[src/rtl/bytecode_loader_pkg.sv]
// ---------------------------------------------------------------------------
// bytecode_loader_pkg
//   Shared microprocessor definitions used by the bytecode loader: the
//   program-memory address width, the default end-of-program marker and the
//   loader state enumeration.
// ---------------------------------------------------------------------------
`timescale 1ns/1ps
package bytecode_loader_pkg;

  localparam int unsigned ADDR_W        = 10;
  localparam logic [7:0]  TERM_BYTE_DEF = 8'hFF;

  typedef enum logic [2:0] {
    S_IDLE,
    S_LOAD,
    S_TERM,
    S_START,
    S_RUN,
    S_DONE,
    S_ERR
  } state_e;

endpackage

[src/rtl/bytecode_loader.sv]
// ---------------------------------------------------------------------------
// bytecode_loader
//   Streams a program (valid/ready byte stream) into program memory, appends
//   an end-of-program marker, starts the microprocessor and captures its
//   result when it finishes running.
//
// Ports
//   clk, rst_n            clock (rising edge), asynchronous active-low reset
//   load_req              one-cycle pulse that starts a load (IDLE/DONE/ERR)
//   s_valid/s_data/s_last byte stream in, s_ready out
//   mem_we/addr/wdata     program memory write port (registered)
//   cpu_enable            held high through START and RUN
//   cpu_running           processor activity, cpu_result its result byte
//   result/result_valid   captured result, one-cycle valid pulse
//   busy                  high in LOAD, TERM, START, RUN
//   error                 overflow or run timeout
//   load_count            number of stream bytes accepted this load
// ---------------------------------------------------------------------------
`timescale 1ns/1ps
module bytecode_loader
  import bytecode_loader_pkg::*;
#(
  parameter int unsigned DEPTH       = 1024,
  parameter logic [7:0]  TERM_BYTE   = TERM_BYTE_DEF,
  parameter int unsigned RUN_TIMEOUT = 4096
) (
  input  logic              clk,
  input  logic              rst_n,
  input  logic              load_req,
  input  logic              s_valid,
  input  logic [7:0]        s_data,
  input  logic              s_last,
  output logic              s_ready,
  output logic              mem_we,
  output logic [ADDR_W-1:0] mem_addr,
  output logic [7:0]        mem_wdata,
  output logic              cpu_enable,
  input  logic              cpu_running,
  input  logic [7:0]        cpu_result,
  output logic [7:0]        result,
  output logic              result_valid,
  output logic              busy,
  output logic              error,
  output logic [ADDR_W:0]   load_count
);

  localparam logic [ADDR_W-1:0] LAST_ADDR = ADDR_W'(DEPTH - 1);
  localparam int unsigned       TMO_W     = $clog2(RUN_TIMEOUT + 1);
  localparam logic [TMO_W-1:0]  TMO_LAST  = TMO_W'(RUN_TIMEOUT - 1);

  state_e            state_q, state_d;
  logic [ADDR_W-1:0] cnt_q, cnt_d;
  logic [ADDR_W:0]   lc_q, lc_d;
  logic              err_q, err_d;
  logic              we_q, we_d;
  logic [ADDR_W-1:0] addr_q, addr_d;
  logic [7:0]        wdata_q, wdata_d;
  logic [7:0]        res_q, res_d;
  logic              rv_q, rv_d;
  logic [TMO_W-1:0]  tmo_q, tmo_d;
  logic              seen_q, seen_d;   // cpu_running has been observed high
  logic              accept;

  // Outputs decoded from state so that reset drops them asynchronously.
  assign s_ready    = (state_q == S_LOAD) && (cnt_q < LAST_ADDR);
  assign cpu_enable = (state_q == S_START) || (state_q == S_RUN);
  assign busy       = (state_q == S_LOAD) || (state_q == S_TERM) ||
                      (state_q == S_START) || (state_q == S_RUN);
  assign accept     = s_valid && s_ready;

  assign mem_we       = we_q;
  assign mem_addr     = addr_q;
  assign mem_wdata    = wdata_q;
  assign result       = res_q;
  assign result_valid = rv_q;
  assign error        = err_q;
  assign load_count   = lc_q;

  always_ff @(posedge clk or negedge rst_n) begin
    if (!rst_n) begin
      state_q <= S_IDLE;
      cnt_q   <= '0;
      lc_q    <= '0;
      err_q   <= 1'b0;
      we_q    <= 1'b0;
      addr_q  <= '0;
      wdata_q <= '0;
      res_q   <= '0;
      rv_q    <= 1'b0;
      tmo_q   <= '0;
      seen_q  <= 1'b0;
    end else begin
      state_q <= state_d;
      cnt_q   <= cnt_d;
      lc_q    <= lc_d;
      err_q   <= err_d;
      we_q    <= we_d;
      addr_q  <= addr_d;
      wdata_q <= wdata_d;
      res_q   <= res_d;
      rv_q    <= rv_d;
      tmo_q   <= tmo_d;
      seen_q  <= seen_d;
    end
  end

  always_comb begin
    state_d = state_q;
    cnt_d   = cnt_q;
    lc_d    = lc_q;
    err_d   = err_q;
    we_d    = 1'b0;
    addr_d  = addr_q;
    wdata_d = wdata_q;
    res_d   = res_q;
    rv_d    = 1'b0;
    tmo_d   = tmo_q;
    seen_d  = seen_q;

    case (state_q)
      S_IDLE, S_DONE, S_ERR: begin
        if (load_req) begin
          state_d = S_LOAD;
          cnt_d   = '0;
          lc_d    = '0;
          err_d   = 1'b0;
        end
      end

      S_LOAD: begin
        if (accept) begin
          we_d    = 1'b1;
          addr_d  = cnt_q;
          wdata_d = s_data;
          cnt_d   = cnt_q + 1'b1;
          lc_d    = lc_q + 1'b1;
          if (s_last) state_d = S_TERM;
        end else if (cnt_q == LAST_ADDR) begin
          // Memory full without s_last: seal it with the marker and fail.
          we_d    = 1'b1;
          addr_d  = LAST_ADDR;
          wdata_d = TERM_BYTE;
          err_d   = 1'b1;
          state_d = S_ERR;
        end
      end

      S_TERM: begin
        we_d    = 1'b1;
        addr_d  = cnt_q;
        wdata_d = TERM_BYTE;
        state_d = S_START;
      end

      S_START: begin
        tmo_d   = '0;
        seen_d  = 1'b0;
        state_d = S_RUN;
      end

      S_RUN: begin
        if (cpu_running) begin
          seen_d = 1'b1;
        end else if (seen_q) begin
          res_d   = cpu_result;
          rv_d    = 1'b1;
          state_d = S_DONE;
        end else if (tmo_q == TMO_LAST) begin
          err_d   = 1'b1;
          state_d = S_ERR;
        end else begin
          tmo_d = tmo_q + 1'b1;
        end
      end

      default: state_d = S_IDLE;
    endcase
  end

endmodule

[config.mk]
export PLATFORM = sky130hd
export DESIGN_NAME = bytecode_loader
export DESIGN_NICKNAME = d
export VERILOG_FILES = /design/src/rtl/bytecode_loader_pkg.sv /design/src/rtl/bytecode_loader.sv
export SDC_FILE = /design/constraint.sdc
export NUM_CORES = 1
export LEC_CHECK = 0
export CAP_MARGIN = 25
export CORE_UTILIZATION = 40
export CTS_BUF_LIST = sky130_fd_sc_hd__clkbuf_8
export DETAILED_ROUTE_END_ITERATION = 10
export PLACE_DENSITY_LB_ADDON = 0.08
export SLEW_MARGIN = 30
export SYNTH_ARGS = -nofsm -noshare
export SYNTH_HDL_FRONTEND = slang
export SYNTH_SLANG_ARGS = --single-unit
[constraint.sdc]
create_clock -name clk -period 2.3 [get_ports clk]
set_input_delay 0.345 -clock clk [delete_from_list [all_inputs] [get_ports clk]]
set_output_delay 0.345 -clock clk [all_outputs]
set_load 0.03 [all_outputs]
Yosys cells after proc, flatten, opt, wreduce, memory -nomap -nowiden:

Index checks and enable logic that the tools add are counted.

* bits in registers: 67
* bits in latches: 0
* bits in writable memories: 0
* bits in read-only memories: 0
* output and inout port bits: 43
* memories kept: 0

* $add $sub $neg: 3
* multiply operators: 0
* div/mod/pow operators: 0
* magnitude comparators: 1
* equality and inequality tests: 20
* shift operators: 0
* multiplexer cells: 39
* bitwise logic cells: 1
* reduce and logical (&&, ||, !) cells: 19

Operator list (number)
* 10-bit 2-to-1 mux: 4
* 10-bit one-hot mux with 2 select lines: 2
* 13-bit 2-to-1 mux: 3
* 13-bit one-hot mux with 2 select lines: 1
* 11-bit 2-to-1 mux: 2
* 11-bit one-hot mux with 2 select lines: 1
* 3-bit 2-to-1 mux: 7
* 8-bit 2-to-1 mux: 2
* 8-bit one-hot mux with 2 select lines: 1
* 3-bit one-hot mux with 5 select lines: 1
* 2-bit inequality test (second input constant): 7
* 13-bit by 1-bit adder with 13-bit output (second input constant): 1
* 13-bit by 12-bit equality test with 1-bit output (second input constant): 1
* 1-bit 2-to-1 mux: 12
* 11-bit by 1-bit adder with 11-bit output (second input constant): 1
* 10-bit by 1-bit adder with 10-bit output (second input constant): 1
* 10-bit equality test (second input constant): 1
* 10-bit less-than comparator (second input constant): 1
* 3-bit equality test (second input constant): 3
* 7-bit AND reduction: 1
* 3-bit by 2-bit equality test with 1-bit output (second input constant): 2
* 3-bit by 2-bit inequality test with 1-bit output (second input constant): 2
* 3-bit AND reduction: 2
* 2-bit nonzero test: 3
* other kinds (14): 21

Depth between registers and ports, before layout:

* depth after elaboration: 5
* mapped depth: 9
* depth with buffers taken out: 6

Worst setup path after synthesis:

OpenSTA, ideal clock, no wires.

* path type: register -> register
* start: register state_q[0]
* end: register tmo_q[11]
* library setup time: 128 ps
* data arrival time: 1889 ps
* required time: 2172 ps
* setup slack: 283 ps
* stages on the path, launching flop included: 8
* buffers on the path: 2
* path through: dfrtp_1 buf_6 or3b_1 or3_1 buf_6 a2111oi_4 xnor2_1 nor2_1

* cells in the longest elaborated chain, start to end: 3

RTL lines
* start: declaration: line bytecode_loader.sv:51 `state_e state_q, state_d;`
* start signal: assignment: line bytecode_loader.sv:93 `state_q <= state_d;`
* 3-bit equality test / 3-bit by 2-bit equality test with 1-bit output (equally long branches): line bytecode_loader.sv:120 `case (state_q)`
* 2-bit inequality test (no source line) / 2-bit nonzero test (equally long branches)
* 4-bit AND reduction (no source line)
* end signal: assignment: line bytecode_loader.sv:102 `tmo_q <= tmo_d;`
* end: declaration: line bytecode_loader.sv:60 `logic [TMO_W-1:0] tmo_q, tmo_d;`

Several ways; a longest one is shown, not always the timed one.
A chain may end at the register's enable or synchronous reset.

Worst setup path after layout:

* start: register state_q[0]
* end: output port busy

* cells in the longest elaborated chain, start to end: 4

RTL lines
* 3-bit by 1-bit equality test with 1-bit output / 3-bit by 2-bit equality test with 1-bit output (equally long branches): line bytecode_loader.sv:67 `assign busy = (state_q == S_LOAD) || (state_q == S_TERM) ||`
* 1-bit logical OR (2 in series): line bytecode_loader.sv:67
* 1-bit logical OR *: line bytecode_loader.sv:68 `(state_q == S_START) || (state_q == S_RUN);`
* end: declaration: line bytecode_loader.sv:42 `output logic busy,`

Every way passes the cells marked *; elsewhere a longest branch is shown, timed or not.

==> results.toml <==
[yosys]
synthMostInstantiatedCell = "dfrtp_1"
synth_top_area_share = 0.515
synth_cell_type_count = 47
ys_top_cells_by_area = "dfrtp_1 51%, mux2_2 5.9%, o21ai_0 3.8%, nand2_1 3.7%, o22a_1 3.5%"
ys.flop_type = "dfrtp_1"
syn_area_sq_um = 3260
syn_nets = 335
syn_avg_cell_area_sq_um = 10.5
netlist_top_cells_count = "67 x dfrtp_1, 32 x nand2_1, 25 x o21ai_0"
yosys.area.top_type = "dfrtp_1"
netlist_instances = 310
synth-seq-cells = 67
synthArstFlopShare = 1.00
synth_edf_count = 0
ys_seq_area_frac = 0.515
yosysWarningCount = 0

[worst_setup_path]
worstSetupEndpoint = "busy"
critPathKind = "reg2out"
crit_chain = "buf_4 -> or3_1 -> and2_1 -> dlygate4sd2_1"
rr_startpoint = "state_q[0]$_DFFE_PN0P_"
startpoint = "state_q[0]$_DFFE_PN0P_"
cp_num_cells = 4
worstPathRequired_ps = 1960
crit_family = "buffers and inverters"
slowest_stage = "dfrtp_1"
cpPeakStageDelay_ps = 440
worst_r2r_endpoint = "load_count[10]$_DFFE_PN0P_"
path_buf_inv = 2
cp_max_fo = 10
cp.arrival_ps = 1850
r2r_setup_slack_ps = 140
end_kind = "output pin"
start_kind = "flop"
reg2reg_depth = 5

[finish]
insertedDiodeCount = 0
fin_nets = 420
stdcell_count = 501
multiInputGateArea_sq_um = 1480
fillerInstances = 717
area_growth_syn_to_layout_pct = 34.3
final_area_sq_um = 4370
seqCellArea_sq_um = 1680
layout-drive-gt1-share = 0.175
post-route-util = 0.560

[clocking]
cts_max_level = 3
cts_tree = "done"
hold_buffers = 0
clk_pin_slew_worst_paths_ps = 80
clock_path_buffers = 2
cts_buffers = 9
root_buffer = "clkbuf_8"
clock_latency_ps = 340
cts_setup_buffers = 0
cts.sinks = 67

[timing]
slew_viol_final = 0
final.setup.worst_slack_ps = 109
worst_slew_pin_slew_ps = 534
fin_crit_sh = 0.953
setup_tns_ps = 0
post-route-min-period_ps = 2190
clock_skew_ps = 7.39
relSlewSlack = 0.644
whs_ps = -0.571
rsz0062_at_grt = "false"
max_clock_freq_mhz = 456
hold_viol_final = 3
setup_viol = 0

[detailed_routing]
drt_iter0_markers = 86
via_count = 2711
wl_per_cell_microns = 15.0
routed_via_density = 5.41
drt_wl_total_mm = 7.52
drc_errors = 0
drtAntennaViolNets = 0
drt_pass1_iterations = 4

[die]
dieWidth_microns = 92.2
start_util = 0.417
placementRows = 32
die_h_microns = 92.2
coreArea_sq_um = 7810
dieArea_sq_um = 8500
ios = 65

[run]
maxCapViolations = 0

[global_route]
gr-total-overflow = 0
grt_max_degree = 42
antenna_found_initial = 0
grt_pass1_wl_mm = 12.8
grt_usage = 0.191
grt_pass1_vias = 2712

[pwr]
p_per_area_nw_per_um2 = 1140
leakagePower_nw = 1.84
ir_drop_uv = 499
finalPower_mw = 4.98

[placed_design]
place_congestion = 0.806
hpwl_mm = 5.40
post-place-ws_ps = -118
dpl-instance-area_sq_um = 4150
port_buffers = 64
dp.cells = 486

[outcome]
status = "complete, but fails checks"
violations = "hold timing"

[min_path]
hold_class = "in2async"
## final cells by class
type,instances,area share
flip-flops and latches,67,0.383
multi-input cells,219,0.338
repair buffers,92,0.195
clock buffers,10,0.0315
well taps,102,0.0292
clock inverters,5,0.0180
inverters,6,0.00515
## cells in the final DEF (no fill, tap or decap), types with 2 or more instances in the layout
cell             synthesis  final
o21ai_0                 25     25
dfrtp_1                 67     67
nand3b_1                 2      2
a211o_1                  2      2
nand2_1                 32     32
xnor2_1                  8      8
nand4_1                  7      7
ha_1                     3      3
o41ai_1                  2      2
bufinv_16                0      2
and3_1                   4      4
mux2_2                  17     17
or4_1                    4      4
nor2b_1                  2      2
clkbuf_8                 0     10
inv_1                    6      7
or3_1                    9      9
a21oi_1                 13     13
a2111oi_4                2      2
a211oi_1                 3      3
o311a_1                  2      2
nand3_1                 11     10
o22a_1                  13     13
o31ai_1                  6      6
and2_1                   5      5
clkdlybuf4s50_1          0     60
nor4_1                   2      2
and4_1                   2      2
mux2i_1                  3      3
dlygate4sd2_1            0      2
nor3_1                   4      3
o31a_1                   3      3
nor2_1                  19     19
buf_4                    1     28
clkinvlp_4               0      2
## report_power, final
| group | internal, mW | switching, mW | total [mW] |
|---|---|---|---|
| Sequential | 1.43 | 0.201 | 1.64 |
| Clock | 0.630 | 0.457 | 1.09 |
| Combinational | 1.01 | 1.24 | 2.26 |
| Total | 3.08 | 1.90 | 4.98 |
## state kept, by name, summed over array words and instances (netlist names)
register      flops
result_valid      1
state_q           3
tmo_q            13
seen_q            1
mem_we            1
mem_wdata         8
cnt_q            10
error             1
mem_addr         10
result            8
load_count       11
## repair_timing
| item | 4_1_cts | 5_1_grt |
|---|---|---|
| cloned | 0 | 0 |
| endpoints found under the setup margin | 2 | 14 |
| pin swaps | 0 | 1 |
| resized for setup | 2 | 3 |
## layer usage
metal / share of wire / GRT usage
met5: 0 / 0
met4: 0.015 / 0.0820
met3: 0.043 / 0.0365
met2: 0.47 / 0.312
met1: 0.47 / 0.248
## worst reg2reg max path: cells and delay by family (launching register included)
family | cells | cell delay, ps
flip-flops | 1 | 440
buffers and inverters | 1 | 190
AND/OR/NAND/NOR | 2 | 980
AO/OA/AOI/OAI | 2 | 480
## cell families (layout without fill, tap and decap cells)
group	after synthesis	after routing	synth area share
AO/OA/AOI/OAI	80	80	0.179
XOR/XNOR	8	8	0.0215
adder cells (fa/ha/maj)	3	3	0.0115
buffers and inverters	24	113	0.0350
flip-flops	67	67	0.515
multiplexers	20	20	0.0680
AND/OR/NAND/NOR	108	108	0.170
## worst min path at each step
stage | from | endpoint | slack, ps | depth (start not counted)
6_report | rst_n | cnt_q[8]$_DFFE_PN0P_ | -0.6 | 2
5_1_grt | rst_n | mem_addr[4]$_DFFE_PN0P_ | 30 | 2
4_1_cts | rst_n | cnt_q[7]$_DFFE_PN0P_ | 7 | 2
3_5_place_dp | rst_n | mem_addr[4]$_DFFE_PN0P_ | 380 | 2
3_3_place_gp | rst_n | mem_addr[4]$_DFFE_PN0P_ | 380 | 2
2_1_floorplan | rst_n | cnt_q[0]$_DFFE_PN0P_ | 50 | 0
Note: power is estimated with default switching activity, not from simulation.
